**src/rtl/semaphore_monitor_if.sv**
```systemverilog
// semaphore_monitor_if: lamp bus, control, read port and status of the monitor.
// master drives sm_sig/clear/rd_en/rd_addr; slave (the monitor) drives the rest.
interface semaphore_monitor_if #(
   parameter int NMB_SIG_SEMAPHORE = 3
);
   logic [NMB_SIG_SEMAPHORE-1:0] sm_sig;
   logic                         clear;
   logic                         rd_en;
   logic [3:0]                   rd_addr;
   logic [7:0]                   rd_data;
   logic                         rd_valid;
   logic [1:0]                   phase;
   logic                         phase_valid;
   logic                         cycle_done;
   logic                         err_seq;
   logic                         err_illegal;
   logic                         err_stuck;

   modport master (
      output sm_sig,
      output clear,
      output rd_en,
      output rd_addr,
      input  rd_data,
      input  rd_valid,
      input  phase,
      input  phase_valid,
      input  cycle_done,
      input  err_seq,
      input  err_illegal,
      input  err_stuck
   );

   modport slave (
      input  sm_sig,
      input  clear,
      input  rd_en,
      input  rd_addr,
      output rd_data,
      output rd_valid,
      output phase,
      output phase_valid,
      output cycle_done,
      output err_seq,
      output err_illegal,
      output err_stuck
   );
endinterface

```
**src/rtl/semaphore_monitor.sv**
```systemverilog
// semaphore_monitor: receive-side checker for the traffic-light lamp bus.
// Ports: clk; reset (sync, active-high); mon (semaphore_monitor_if.slave):
//   in  sm_sig, clear, rd_en, rd_addr
//   out rd_data, rd_valid, phase, phase_valid, cycle_done,
//       err_seq, err_illegal, err_stuck
module semaphore_monitor #(
   parameter int NMB_STATE_SEM = 4,
   parameter int TIMEOUT       = 1024
) (
   input  logic               clk,
   input  logic               reset,
   semaphore_monitor_if.slave mon
);

   localparam int NMB_SIG_SEMAPHORE = 3;
   localparam int RED    = 0;
   localparam int YELLOW = 1;
   localparam int GREEN  = 2;

   typedef logic [NMB_SIG_SEMAPHORE-1:0] sig_t;
   typedef logic [3:0] u4_t;
   typedef logic [7:0] u8_t;
   typedef enum logic {ACQUIRE, TRACK} state_t;

   localparam sig_t PAT_R  = sig_t'(1 << RED);
   localparam sig_t PAT_RY = sig_t'((1 << RED) | (1 << YELLOW));
   localparam sig_t PAT_G  = sig_t'(1 << GREEN);
   localparam sig_t PAT_Y  = sig_t'(1 << YELLOW);

   localparam logic [15:0] TO_CNT = 16'(TIMEOUT);

   // {legal, phase} of a lamp pattern
   function automatic logic [2:0] decode(input sig_t pat);
      unique case (1'b1)
         (pat == PAT_R):  decode = {1'b1, 2'd0};
         (pat == PAT_RY): decode = {1'b1, 2'd1};
         (pat == PAT_G):  decode = {1'b1, 2'd2};
         (pat == PAT_Y):  decode = {1'b1, 2'd3};
         default:         decode = 3'b000;
      endcase
   endfunction

   state_t      state;
   sig_t        cur_pat;
   logic        primed;
   logic [15:0] dwell_cnt;
   u8_t         dwell [NMB_STATE_SEM];
   u8_t         cycle_cnt;

   logic [1:0]  phase_q;
   logic        pv_q;
   logic        done_q;
   logic        seq_q;
   logic        ill_q;
   logic        stuck_q;

   logic        rd_valid_q;
   u8_t         rd_data_q;

   logic        new_ok;
   logic [1:0]  new_ph;
   logic        cur_ok;
   logic [1:0]  cur_ph;
   logic        changed;
   logic        act;
   logic        succ;
   logic [15:0] dwell_nxt;
   logic [15:0] dwell_m1;
   u8_t         dwell_sat;
   logic        set_ill;
   logic        set_seq;
   logic        set_stuck;
   logic        done_hit;
   logic        store;

   u4_t         rd_addr;
   u8_t         status;
   u8_t         rd_mux;

   assign {new_ok, new_ph} = decode(mon.sm_sig);
   assign {cur_ok, cur_ph} = decode(cur_pat);

   assign changed = mon.sm_sig != cur_pat;
   assign act     = primed & changed;
   assign succ    = cur_ok & new_ok & (new_ph == cur_ph + 2'd1);

   always_comb begin
      dwell_nxt = 16'd1;
      if (!changed) begin
         dwell_nxt = (dwell_cnt == 16'hFFFF) ? dwell_cnt
                                             : dwell_cnt + 16'd1;
      end
   end

   // stored dwell is the programmed delay: a phase lasts D+1 samples
   assign dwell_m1  = dwell_cnt - 16'd1;
   assign dwell_sat = (|dwell_m1[15:8]) ? 8'hFF : dwell_m1[7:0];

   assign set_ill   = act & ~new_ok;
   assign set_seq   = act & new_ok & ~succ & (state == TRACK);
   assign store     = act & succ & (state == TRACK);
   assign done_hit  = store & (cur_ph == 2'd3);
   // flag raised on the edge at which dwell_cnt reaches TIMEOUT
   assign set_stuck = primed & (dwell_nxt == TO_CNT);

   always_ff @(posedge clk) begin
      if (reset) begin
         state     <= ACQUIRE;
         cur_pat   <= '0;
         primed    <= 1'b0;
         dwell_cnt <= 16'd1;
         cycle_cnt <= '0;
         phase_q   <= '0;
         pv_q      <= 1'b0;
         done_q    <= 1'b0;
         seq_q     <= 1'b0;
         ill_q     <= 1'b0;
         stuck_q   <= 1'b0;
         for (int i = 0; i < NMB_STATE_SEM; i++) begin
            dwell[i] <= '0;
         end
      end else begin
         if (!primed) begin
            // first sample after reset only seeds the pattern
            primed  <= 1'b1;
            cur_pat <= mon.sm_sig;
         end else begin
            dwell_cnt <= dwell_nxt;
            if (changed) begin
               cur_pat <= mon.sm_sig;
               if (!new_ok) begin
                  state <= ACQUIRE;
                  pv_q  <= 1'b0;
               end else if (succ) begin
                  state   <= TRACK;
                  pv_q    <= 1'b1;
                  phase_q <= new_ph;
                  if (state == TRACK) begin
                     dwell[cur_ph] <= dwell_sat;
                  end
               end else begin
                  state   <= ACQUIRE;
                  pv_q    <= 1'b0;
                  phase_q <= new_ph;
               end
            end
         end

         done_q  <= done_hit;
         seq_q   <= set_seq   | (seq_q   & ~mon.clear);
         ill_q   <= set_ill   | (ill_q   & ~mon.clear);
         stuck_q <= set_stuck | (stuck_q & ~mon.clear);

         if (done_hit) begin
            cycle_cnt <= mon.clear ? 8'd1 : cycle_cnt + 8'd1;
         end else if (mon.clear) begin
            cycle_cnt <= '0;
         end
      end
   end

   assign rd_addr = mon.rd_addr;
   assign status  = {2'b00, stuck_q, ill_q, seq_q, pv_q, phase_q};

   always_comb begin
      rd_mux = '0;
      unique case (1'b1)
         (rd_addr < 4'd4):  rd_mux = dwell[rd_addr[1:0]];
         (rd_addr == 4'd4): rd_mux = status;
         (rd_addr == 4'd5): rd_mux = cycle_cnt;
         default:           rd_mux = '0;
      endcase
   end

   always_ff @(posedge clk) begin
      if (reset) begin
         rd_valid_q <= 1'b0;
         rd_data_q  <= '0;
      end else begin
         rd_valid_q <= mon.rd_en;
         if (mon.rd_en) begin
            rd_data_q <= rd_mux;
         end
      end
   end

   assign mon.rd_data     = rd_data_q;
   assign mon.rd_valid    = rd_valid_q;
   assign mon.phase       = phase_q;
   assign mon.phase_valid = pv_q;
   assign mon.cycle_done  = done_q;
   assign mon.err_seq     = seq_q;
   assign mon.err_illegal = ill_q;
   assign mon.err_stuck   = stuck_q;

endmodule
```
**src/flat_wrapper.sv**
```systemverilog
// flat-port wrapper written by rule: the top's interface ports become plain ports
module semaphore_monitor_flat 
#(
   parameter int NMB_STATE_SEM = 4,
   parameter int TIMEOUT       = 1024
)
  (clk, reset, mon_sm_sig, mon_clear, mon_rd_en, mon_rd_addr, mon_rd_data, mon_rd_valid, mon_phase, mon_phase_valid, mon_cycle_done, mon_err_seq, mon_err_illegal, mon_err_stuck);
  semaphore_monitor_if mon_i ();
  input  logic clk;
  input  logic reset;
  input wire logic [$bits(mon_i.sm_sig)-1:0] mon_sm_sig;
  input wire logic [$bits(mon_i.clear)-1:0] mon_clear;
  input wire logic [$bits(mon_i.rd_en)-1:0] mon_rd_en;
  input wire logic [$bits(mon_i.rd_addr)-1:0] mon_rd_addr;
  output wire logic [$bits(mon_i.rd_data)-1:0] mon_rd_data;
  output wire logic [$bits(mon_i.rd_valid)-1:0] mon_rd_valid;
  output wire logic [$bits(mon_i.phase)-1:0] mon_phase;
  output wire logic [$bits(mon_i.phase_valid)-1:0] mon_phase_valid;
  output wire logic [$bits(mon_i.cycle_done)-1:0] mon_cycle_done;
  output wire logic [$bits(mon_i.err_seq)-1:0] mon_err_seq;
  output wire logic [$bits(mon_i.err_illegal)-1:0] mon_err_illegal;
  output wire logic [$bits(mon_i.err_stuck)-1:0] mon_err_stuck;
  assign mon_i.sm_sig = mon_sm_sig;
  assign mon_i.clear = mon_clear;
  assign mon_i.rd_en = mon_rd_en;
  assign mon_i.rd_addr = mon_rd_addr;
  assign mon_rd_data = mon_i.rd_data;
  assign mon_rd_valid = mon_i.rd_valid;
  assign mon_phase = mon_i.phase;
  assign mon_phase_valid = mon_i.phase_valid;
  assign mon_cycle_done = mon_i.cycle_done;
  assign mon_err_seq = mon_i.err_seq;
  assign mon_err_illegal = mon_i.err_illegal;
  assign mon_err_stuck = mon_i.err_stuck;
  semaphore_monitor #(.NMB_STATE_SEM(NMB_STATE_SEM), .TIMEOUT(TIMEOUT)) u_core (.clk(clk), .reset(reset), .mon(mon_i));
endmodule
```
**config.mk**
```make
export PLATFORM = sky130hd
export DESIGN_NAME = semaphore_monitor_flat
export DESIGN_NICKNAME = d
export VERILOG_FILES = /design/src/rtl/semaphore_monitor_if.sv /design/src/rtl/semaphore_monitor.sv /design/src/flat_wrapper.sv
export SDC_FILE = /design/constraint.sdc
export NUM_CORES = 1
export LEC_CHECK = 0
export BUFFER_PORTS_ARGS = -buffer_cell sky130_fd_sc_hd__buf_2
export CORE_UTILIZATION = 44
export DETAILED_ROUTE_END_ITERATION = 12
export HOLD_SLACK_MARGIN = 0.05
export PLACE_DENSITY = 0.72
export SYNTH_ARGS = -nofsm -noshare
export SYNTH_HDL_FRONTEND = slang
export SYNTH_SLANG_ARGS = --single-unit
```
**constraint.sdc**
```tcl
create_clock -name clk -period 6.3 [get_ports clk]
set_clock_uncertainty 0.05 [all_clocks]
set_input_delay 1.26 -clock clk [delete_from_list [all_inputs] [get_ports clk]]
set_output_delay 1.26 -clock clk [all_outputs]
set_load 0.05 [all_outputs]
```
---- After elaboration in Yosys (flattened, before gate mapping) ----
Memories as Yosys holds them, arrays and structs flattened.
Cells that the tools add are included.
cells by class
  reductions and logical operators ........ 5
  $lt $le $gt $ge ......................... 1
  equal/unequal tests ..................... 16
  mux-type cells .......................... 26
  add/sub/neg operators ................... 4
  bitwise operators ....................... 20
operators by type and width
  cell                                                         number
  two-way mux 8 bit                                            5
  two-way mux 16 bit                                           2
  one-hot mux 3 bit (4 select lines)                           2
  one-hot mux 8 bit (3 select lines)                           1
  adder 16 x 1 -> 16 bit (second input constant)               1
  == test 16 x 11 -> 1 bit (second input constant)             1
  == test 16 bit (second input constant)                       1
  OR reduction 8 bit                                           2
  subtractor 16 x 1 -> 16 bit (second input constant)          1
  bitwise AND 1 bit                                            14
  two-way mux 1 bit                                            13
  == test 3 x 2 -> 1 bit (second input constant)               4
  adder 8 x 1 -> 8 bit (second input constant)                 1
  == test 4 x 3 -> 1 bit (second input constant)               2
  == test 3 x 1 -> 1 bit (second input constant)               2
  == test 3 bit (second input constant)                        2
  two-way mux 3 bit                                            2
  less-than comparator 4 x 3 -> 1 bit (second input constant)  1
  != test 3 bit                                                1
  inverter 1 bit                                               3
  OR 1 bit                                                     3
  AND reduction 3 bit                                          1
  adder 2 x 1 -> 2 bit (second input constant)                 1
  == test 2 bit                                                1
  other kinds (5)                                              5
word-level totals
  bits of input ports ..................... 11
  flip-flop bits (word level) ............. 44
  logic and storage cells ................. 85
  output and inout bits ................... 16
  memories ................................ 1
  memory bits (writable) .................. 32
memories
  memory        words  bits a word  rd ports  clocked after Yosys merged registers in  wr ports  RTL line                 text
  u_core.dwell  4      8            1         0                                        4         semaphore_monitor.sv:47  u8_t dwell [NMB_STATE_SEM];

---- Longest topological paths before layout ----
Gate-level depths: netlist of the first run.
  depth in word-level cells ............... 13
  mapped depth ............................ 11

---- Worst setup path before layout of the first run ----
Ideal clock, no wire load.
  kind .................................... input port to flip-flop
  from .................................... in mon_sm_sig[2]
  to ...................................... mem u_core.dwell[3][0] in the netlist's numbering, enable pin
  setup time .............................. 0.398 ns
  slack ................................... 2.763 ns
  data arrival time ....................... 3.089 ns
  stages .................................. 5
  data required time ...................... 5.852 ns
  path buffers ............................ 1
  path through ............................ buf_4 > or3b_1 > o22ai_1 > nand2_1 > o41ai_1
RTL lines
  item                RTL line                 text
  start: declaration  flat_wrapper.sv:11       input wire logic [$bits(mon_i.sm_sig)-1:0] mon_sm_sig;
  end: declaration    semaphore_monitor.sv:47

==> results of run 1 <==
[cell usage in the layout (no fill, tap or decap), drive strengths merged, types with 9 or more instances in the layout]
master	instances
a21oi	24
clkbuf	11
nor2	73
dfxtp	44
nor3	12
a211oi	13
inv	10
and4	9
nand2	39
nand4	12
buf	27
edfxtp	32
nand3	11
o21ai	15
xnor2	13
a31oi	10
[per-layer routing]
layer / vias to the layer above / track usage [%] / routed length (µm)
li1: 1616 / - / -
met1: 1557 / 24.8 / 4010
met2: 109 / 33.6 / 4440
met3: 21 / 4.96 / 478
met4: 0 / 8.38 / 214
met5: - / 0 / 0
[critical path: stages]
cell     delay, ns
buf_2         0.15
or3b_1        0.36
o22ai_1       0.24
nand4_1       0.42
or3_1         0.61
nand2_1       0.31
[through the flow]
stage               setup slack [ns]  instances  total power, mW  hold WS (ns)  util (%)
global placement                2.69        540            0.642         0.425      47.2
CTS                             2.97        556            0.989         0.442      49.3
finish                          2.92        556            0.983         0.437      49.3
global route                    2.76        556             1.02         0.479      49.3
floorplan                       2.76        436            0.618         0.416         -
detailed placement              2.57        540            0.643         0.431      47.2
[worst paths after layout]
check,end,slack [ns],start
worst max-delay path,u_core.dwell[2][4],2.92,mon_sm_sig[2]
worst min-delay path,u_core.mon.rd_data[4],0.44,u_core.mon.rd_data[4]
worst max register to register,u_core.dwell[2][4],3.08,u_core.primed
worst min register to register,u_core.mon.rd_data[4],0.44,u_core.mon.rd_data[4]
[cell type report]
type	count	area (µm²)
clock buffer	11	153
clock inverter	5	33.8
fill	814	4510
inverter	11	41.3
multi-input combinational	318	2040
sequential	76	1840
tap	108	135
timing repair buffer	27	138
[kinds of logic after synthesis]
| family | after synthesis |
|---|---|
| compound gates | 91 |
| mux | 10 |
| fa+ha+maj | 4 |
| xor+xnor | 21 |
| flops | 76 |
| simple gates | 192 |
| buf+inv | 42 |
[report_power, final]
part	internal, mW	total (mW)	switching, mW
Combinational	0.0326	0.0979	0.0654
Clock	0.167	0.351	0.184
Sequential	0.524	0.534	0.0104
Total	0.724	0.983	0.259
[sequential cells by signal (all words and copies together), names as in the netlist, 2 cells and up]
name	count
u_core.cur_pat	3
u_core.cycle_cnt	8
u_core.dwell	32
u_core.dwell_cnt	16
u_core.mon.phase	2
u_core.mon.rd_data	8
==> flow_metrics.py, run 1 <==
metrics = {
    "outcome": {
        "status": "completed",
    },
    "yosys": {
        "synth_common_cells": "73 x nor2_1, 44 x dfxtp_1, 39 x nand2_1",
        "ys_seq_area_share_pct": 44.9,
        "synth_area_um2": 4110,
        "synth_compound_area_share_pct": 15.2,
        "yosys.area.top_type_share_pct": 23.4,
        "yosysMostFrequentCell": "nor2_1",
        "synth_xor_area_share_pct": 4.48,
        "synth-seq-cells": 76,
        "synth-async-reset-ratio_pct": 0,
        "synthSimpleGateAreaFrac_pct": 23.9,
        "syn_nets": 451,
        "yosysTopAreaCell": "edfxtp_1",
        "synthAdderAreaFrac_pct": 1.22,
        "synth_top_family_by_area": "simple AND/OR/NAND/NOR gates",
        "syn_avg_cell_area_um2": 9.42,
        "postSynthCellCount": 436,
        "ys_warn_count": 0,
        "ys_types": 61,
        "ys.flop_type": "dfxtp_1",
        "synth_edf_count": 32,
        "synthTopCellsByArea": "edfxtp_1 23%, dfxtp_1 21%, nor2_1 6.7%",
        "synth.mux.area_fraction_pct": 4.88,
    },
    "final_layout": {
        "nets": 458,
        "antennaDiodeCount": 0,
        "finish.instance_area_um2": 4380,
        "drive_above_1_share_pct": 14.7,
        "syn2layout_area_growth_pct": 6.77,
    },
    "route": {
        "drt_wl_total_mm": 9.14,
        "drt-pass1-iter-count": 5,
        "drc": 0,
        "wl_per_cell_um": 16.4,
        "vias": 3303,
        "vias_per_cell": 5.94,
        "drt-initial-drc-count": 189,
        "ant_nets": 0,
    },
    "floorplan": {
        "dieWidth_um": 98.6,
        "initial_core_util_pct": 46.2,
        "fp-row-count": 34,
        "core_area_um2": 8890,
        "die_area_um2": 9720,
        "num_io_pins": 27,
        "die_y_um": 98.6,
    },
    "global_routing": {
        "gr-usage-all-layers_pct": 20.1,
        "grt_max_degree": 37,
        "antenna_found_initial": 0,
        "first_global_vias": 3118,
        "grt.overflow.total": 0,
        "grt_pass1_wl_mm": 15.3,
    },
    "clock_network": {
        "h-tree-depth": 3,
        "cts_buffers": 9,
        "cts-root-buf": "clkbuf_8",
        "clockBufferDepth": 2,
        "ctsHoldBuffers": 0,
        "path_clk_slew_ns": 0.08,
        "worstSkewPairLatency_ns": 0.36,
        "clock_sinks": 76,
        "postCtsSetupBuffers": 0,
        "cts_tree": "built",
        "cts_resized": 0,
    },
    "critical_path": {
        "crit_required_ns": 6.28,
        "critPathLaunchType": "input port",
        "ff2ff_path_depth": 5,
        "critPathCaptureType": "flop",
        "critPathKind": "in -> reg",
        "cp_max_fo": 11,
        "crit_arrival_ns": 3.36,
    },
    "power_and_ir_drop": {
        "power.density_nw_per_um2": 224,
        "ir_worst_vdd_mv": 0.106,
        "p_leak_nw": 1.54,
    },
    "place": {
        "gp_congestion": 0.917,
        "placed_area_um2": 4200,
        "port_buffers": 26,
        "dp.final_hpwl_mm": 6.64,
    },
    "timing": {
        "setup_tns_ns": 0,
        "hold_viol_final": 0,
        "min_period_ns": 3.38,
        "timing.final.crit_share_pct": 53.6,
        "final-setup-viol-count": 0,
        "fmax_ghz": 0.296,
        "drv_slew": 0,
        "slew_headroom_pct": 24.6,
        "rsz0062_at_grt": "false",
        "worstMarginPinSlew_ns": 1.12,
    },
    "job": {
        "max-cap-violations": 0,
    },
    "worst_hold_path": {
        "whs_path_depth": 2,
        "min_path_type": "reg -> reg",
    },
}
(Power assumes the default switching activity.)
==> run 2: changes to the inputs <==
--- a/config.mk
+++ b/config.mk
@@ -9,7 +9,7 @@
 export CORE_UTILIZATION = 44
 export DETAILED_ROUTE_END_ITERATION = 12
 export HOLD_SLACK_MARGIN = 0.05
-export PLACE_DENSITY = 0.72
+export PLACE_DENSITY = 0.74
 export SYNTH_ARGS = -nofsm -noshare
 export SYNTH_HDL_FRONTEND = slang
 export SYNTH_SLANG_ARGS = --single-unit
==> constraint.sdc (replaced) <==
create_clock -name clk -period 2.96 [get_ports clk]
set_clock_uncertainty 0.05 [all_clocks]
set_input_delay 0.592 -clock clk [delete_from_list [all_inputs] [get_ports clk]]
set_output_delay 0.592 -clock clk [all_outputs]
set_load 0.05 [all_outputs]
==> run 2 against run 1 <==
Compared with the run above:
- via count about the same
- flip-flop and latch count unchanged
- largest power group unchanged
- non-clock buffer count up 14
- utilization up 1.1 points
- hold slack worse by 0.013 ns
==> flow_metrics.py, run 2 (synthesis results as in run 1) <==
metrics = {
    "outcome": {
        "status": "completed",
    },
    "clock_network": {
        "cts_buffers": 9,
        "path_clk_slew_ns": 0.09,
        "postCtsSetupBuffers": 0,
        "worstSkewPairLatency_ns": 0.36,
        "cts_resized": 0,
        "ctsHoldBuffers": 0,
        "clock_sinks": 76,
        "h-tree-depth": 3,
        "cts-root-buf": "clkbuf_8",
        "clockBufferDepth": 2,
        "cts_tree": "built",
    },
    "critical_path": {
        "ff2ff_path_depth": 8,
        "critPathLaunchType": "flop",
        "cp_max_fo": 8,
        "rrSetupSlack_ns": 0.36,
        "r2r-end": "u_core.dwell[0][3]",
        "r2r_start": "u_core.cur_pat[2]",
        "setup.worst_path.start": "u_core.cur_pat[2]",
        "crit_required_ns": 2.94,
        "crit_arrival_ns": 2.58,
        "critPathKind": "reg -> reg",
        "critPathCaptureType": "flop",
    },
    "final_layout": {
        "nets": 472,
        "multi_input_area_um2": 2040,
        "drive_above_1_share_pct": 17.5,
        "largest_register_ffs": 32,
        "reg_top3": "u_core.dwell (32), u_core.dwell_cnt (16)",
        "syn2layout_area_growth_pct": 9.17,
        "regMostFlops": "u_core.dwell",
        "fillers": 822,
        "antennaDiodeCount": 0,
        "final_cell_mix": "73 x nor2_1, 44 x dfxtp_1, 39 x nand2_1, 32 x edfxtp_1, 26 x buf_2",
        "finalNonFillerCells": 570,
        "regArea_um2": 1840,
        "final_common_cell": "nor2_1",
    },
    "global_routing": {
        "grt.overflow.total": 0,
        "grtUsageMet3_pct": 4.96,
        "use_met2_pct": 33.8,
        "gr-usage-all-layers_pct": 20.0,
        "grt_busiest_layer": "met2",
        "grt_pass1_wl_mm": 15.3,
        "antenna_found_initial": 0,
        "met1_usage_pct": 25.4,
        "first_global_vias": 3216,
        "grt_max_degree": 23,
    },
    "timing": {
        "setup_tns_ns": 0,
        "fmax_ghz": 0.384,
        "hold_viol_final": 0,
        "drv_slew": 0,
        "slew_headroom_pct": 37.3,
        "timing.final.crit_share_pct": 88.0,
        "worstMarginPinSlew_ns": 0.927,
        "final-setup-viol-count": 0,
        "rsz0062_at_grt": "false",
        "min_period_ns": 2.60,
    },
    "floorplan": {
        "initial_core_util_pct": 46.2,
        "num_io_pins": 27,
        "dieWidth_um": 98.6,
        "die_y_um": 98.6,
        "fp-row-count": 34,
        "die_area_um2": 9720,
        "core_area_um2": 8890,
    },
    "place": {
        "dp.cells": 554,
        "gp_congestion": 0.948,
        "dp.final_hpwl_mm": 6.59,
        "port_buffers": 26,
    },
    "power_and_ir_drop": {
        "seqPwrFrac_pct": 53.9,
        "power.density_nw_per_um2": 468,
        "pwr-share-comb_pct": 10.6,
        "ir_worst_vdd_mv": 0.205,
        "p_leak_nw": 1.60,
        "p_sw_share_pct": 28.0,
        "cell_internal_pwr_mw": 1.51,
        "p_sw_mw": 0.587,
        "p_clk_share_pct": 35.6,
    },
    "route": {
        "drt-pass1-iter-count": 4,
        "wl_per_cell_um": 16.0,
        "vias": 3304,
        "ant_nets": 0,
        "drt_wl_total_mm": 9.12,
        "drc": 0,
        "drt-initial-drc-count": 165,
        "vias_per_cell": 5.80,
    },
    "worst_hold_path": {
        "whs_path_depth": 2,
        "min_from": "mon_sm_sig[0]",
        "hold_end": "u_core.mon.phase[1]",
        "min_path_type": "in -> reg",
    },
    "job": {
        "max-cap-violations": 0,
    },
}
## run 2: layout make-up
| type | count | share of cell area, % |
|---|---|---|
| multi-input combinational | 318 | 45.5 |
| sequential | 76 | 41.1 |
| timing repair buffer | 41 | 5.42 |
| tap | 108 | 3.02 |
| clock buffer | 9 | 2.76 |
| clock inverter | 7 | 1.26 |
| inverter | 11 | 0.921 |
## run 2: layer usage
metal / share of wire [%] / up-vias
met5: 0 / -
met3: 3.7 / 15
met4: 1.4 / 0
li1: - / 1641
met1: 47 / 1574
met2: 48 / 74
## run 2: worst max path at each step
stage | slack [ns] | end | cells after the start
final | 0.36 | u_core.dwell[0][3] | 8
after global routing | 0.20 | u_core.dwell[0][3] | 8
after CTS | 0.39 | u_core.dwell[0][3] | 8
after detailed placement | 0.37 | u_core.dwell[0][5] | 6
after global placement | 0.44 | u_core.dwell[0][0] | 6
after floorplan | 0.09 | u_core.dwell[3][0] | 5
## run 2: power groups by stage
stage	clock, mW	sequential (mW)	combinational (mW)
floorplan	0	1.18	0.137
global placement	0	1.15	0.216
detailed placement	0	1.15	0.220
CTS	0.760	1.13	0.221
global route	0.799	1.13	0.244
finish	0.745	1.13	0.222
## run 2: critical path, stage by stage (launching register included)
cell and delay, ns:
dfxtp_1 0.35, nand2b_1 0.21, a21oi_1 0.22, ha_1 0.28
nor3b_1 0.20, a31o_2 0.18, nand4_1 0.12, or3_1 0.36
nand2_1 0.30
## run 2: stage by stage
| stage | total power, mW | util (%) | area (µm²) | hold WS [ns] | setup WS (ns) |
|---|---|---|---|---|---|
| final | 2.10 | 50.4 | 4480 | 0.424 | 0.357 |
| after global routing | 2.18 | 50.4 | 4480 | 0.421 | 0.204 |
| after CTS | 2.11 | 50.4 | 4480 | 0.403 | 0.392 |
| after detailed placement | 1.37 | 48.4 | 4300 | 0.431 | 0.373 |
| after global placement | 1.37 | 48.4 | 4300 | 0.424 | 0.436 |
| after floorplan | 1.31 | - | 4110 | 0.416 | 0.0912 |
==> run 3: changes to the inputs <==
--- a/config.mk
+++ b/config.mk
@@ -6,10 +6,13 @@
 export NUM_CORES = 1
 export LEC_CHECK = 0
 export BUFFER_PORTS_ARGS = -buffer_cell sky130_fd_sc_hd__buf_2
-export CORE_UTILIZATION = 44
+export CELL_PAD_IN_SITES_DETAIL_PLACEMENT = 2
+export CELL_PAD_IN_SITES_GLOBAL_PLACEMENT = 2
+export CORE_UTILIZATION = 35
 export DETAILED_ROUTE_END_ITERATION = 12
 export HOLD_SLACK_MARGIN = 0.05
-export PLACE_DENSITY = 0.74
+export PLACE_DENSITY = 0.87
+export SLEW_MARGIN = 20
 export SYNTH_ARGS = -nofsm -noshare
 export SYNTH_HDL_FRONTEND = slang
 export SYNTH_SLANG_ARGS = --single-unit
==> run 3 against run 2 <==
Compared with the run above:
- hold slack better by 0.017 ns
- utilization is 9.8 points lower
- non-clock buffer count up 1
- clock-buffer cell count increased by 3
- clock power up 40%
- cell count increased by 6.3%
- power rose by 15%
- first-iteration DRC count up 1.2%
- die area up 25%
- wire length grew 42%
- design area grew 3.3%
- worst setup slack worse by 0.12 ns
==> flow_metrics.py, run 3 (synthesis results as in run 1) <==
metrics = {
    "clock_network": {
        "clockBufferDepth": 2,
        "path_clk_slew_ns": 0.06,
        "cts_tree": "built",
        "cts-root-buf": "clkbuf_16",
        "cts_buffers": 9,
        "h-tree-depth": 3,
        "clock_sinks": 76,
        "postCtsSetupBuffers": 0,
        "ctsHoldBuffers": 0,
        "worstSkewPairLatency_ns": 0.35,
    },
    "place": {
        "dp_slack_ns": 0.147,
        "dp.final_hpwl_mm": 9.34,
        "gp_congestion": 0.840,
        "port_buffers": 26,
    },
    "floorplan": {
        "fp-row-count": 39,
        "die_y_um": 110,
        "core_area_um2": 11400,
        "dieWidth_um": 110,
        "die_area_um2": 12200,
        "num_io_pins": 27,
        "initial_core_util_pct": 36.0,
    },
    "critical_path": {
        "critPathLaunchType": "flop",
        "crit_buf_inv": 1,
        "crit_cells": 8,
        "crit_path_top_delay_cell": "o41ai_1",
        "crit_required_ns": 2.95,
        "critPathKind": "reg -> reg",
        "cpPeakStageDelay_ns": 0.43,
        "critPathCaptureType": "flop",
        "crit_arrival_ns": 2.71,
        "ff2ff_path_depth": 8,
        "cp_max_fo": 8,
        "crit_chain": "nand2b_1, a21oi_1, ha_1, nor3b_1, a31o_2, nand2_1, o41ai_1, buf_4",
        "cp_top_family": "compound AO/OA/AOI/OAI gates",
    },
    "timing": {
        "rsz0062_at_grt": "false",
        "drv_slew": 0,
        "timing.final.crit_share_pct": 91.8,
        "slew_headroom_pct": 30.2,
        "setup_ws_ns": 0.241,
        "setup_tns_ns": 0,
        "fmax_ghz": 0.368,
        "hold_viol_final": 0,
        "min_period_ns": 2.72,
        "final-setup-viol-count": 0,
        "worstMarginPinSlew_ns": 1.03,
    },
    "route": {
        "drt_wl_total_mm": 13.0,
        "drt-initial-drc-count": 167,
        "vias_per_cell": 5.76,
        "vias": 3490,
        "wl_per_cell_um": 21.4,
        "drc": 0,
        "drt-pass1-iter-count": 4,
        "ant_nets": 0,
    },
    "worst_hold_path": {
        "whs_path_depth": 2,
        "min_path_type": "reg -> reg",
    },
    "outcome": {
        "status": "completed",
    },
    "power_and_ir_drop": {
        "power.density_nw_per_um2": 519,
        "p_leak_nw": 1.65,
        "ir_worst_vdd_mv": 0.303,
    },
    "final_layout": {
        "largest_register_ffs": 32,
        "reg_top3": "u_core.dwell (32), u_core.dwell_cnt (16)",
        "final_common_cell": "nor2_1",
        "fillers": 1272,
        "syn2layout_area_growth_pct": 12.8,
        "fin_util_pct": 40.6,
        "regMostFlops": "u_core.dwell",
        "nets": 473,
        "final_cell_mix": "73 x nor2_1, 44 x dfxtp_1, 36 x nand2_1, 32 x edfxtp_1, 26 x buf_2",
        "antennaDiodeCount": 0,
        "drive_above_1_share_pct": 17.9,
    },
    "global_routing": {
        "grt_pass1_wl_mm": 20.1,
        "first_global_vias": 3697,
        "antenna_found_initial": 0,
        "grt_max_degree": 36,
        "met1_usage_pct": 25.5,
        "grt.overflow.total": 0,
        "grt_busiest_layer": "met2",
        "grtUsageMet3_pct": 5.11,
        "gr-usage-all-layers_pct": 22.7,
        "use_met2_pct": 41.6,
    },
    "job": {
        "max-cap-violations": 0,
    },
}
## run 3: stage by stage
stage          hold slack, ns  std cells  cell area (µm²)  power (mW)
3_5_place_dp            0.441        590             4350        1.39
5_1_grt                 0.467        606             4630        2.49
3_3_place_gp            0.428        590             4350        1.37
4_1_cts                 0.449        606             4620        2.43
2_1_floorplan           0.416        436             4110        1.31
6_report                0.441        606             4630        2.40
## run 3: final timing paths
kind,slack (ns),start,end
max reg2reg,0.24,u_core.cur_pat[2],u_core.dwell[3][4]
min reg2reg,0.44,u_core.mon.rd_data[5],u_core.mon.rd_data[5]
min,0.44,u_core.mon.rd_data[5],u_core.mon.rd_data[5]
max,0.24,u_core.cur_pat[2],u_core.dwell[3][4]
## run 3: cell type report
| type | instances | area (µm²) | share of cell area (%) |
|---|---|---|---|
| Tap cell | 143 | 179 | 3.86 |
| Clock inverter | 4 | 25.0 | 0.540 |
| Multi-Input combinational cell | 318 | 2050 | 44.2 |
| Timing Repair Buffer | 42 | 250 | 5.40 |
| Sequential cell | 76 | 1840 | 39.8 |
| Inverter | 11 | 41.3 | 0.891 |
| Clock buffer | 12 | 246 | 5.32 |
## run 3: power by group
group / internal [mW] / total [mW] / switching, mW
clock network: 0.590 / 1.04 / 0.446
logic: 0.0753 / 0.234 / 0.159
registers: 1.12 / 1.13 / 0.0168
total: 1.78 / 2.40 / 0.622
## run 3: tightest hold or removal path, delay by kind of cell (launching register included)
kind / cells / cell delay [ns]
compound gates: 1 / 0.05
simple gates: 1 / 0.08
flops: 1 / 0.30
## run 3: repair_timing
action | 4_1_cts | 5_1_grt
gates resized for setup | 0 | 3
setup endpoints to repair | 0 | 22
hold endpoints to repair | 0 | 0
## run 3: metal layers
metal  vias up  routed length [µm]
met3        26                 319
li1       1641                   -
met2        67                6880
met4         0                 369
met5         -                   0
met1      1756                5400
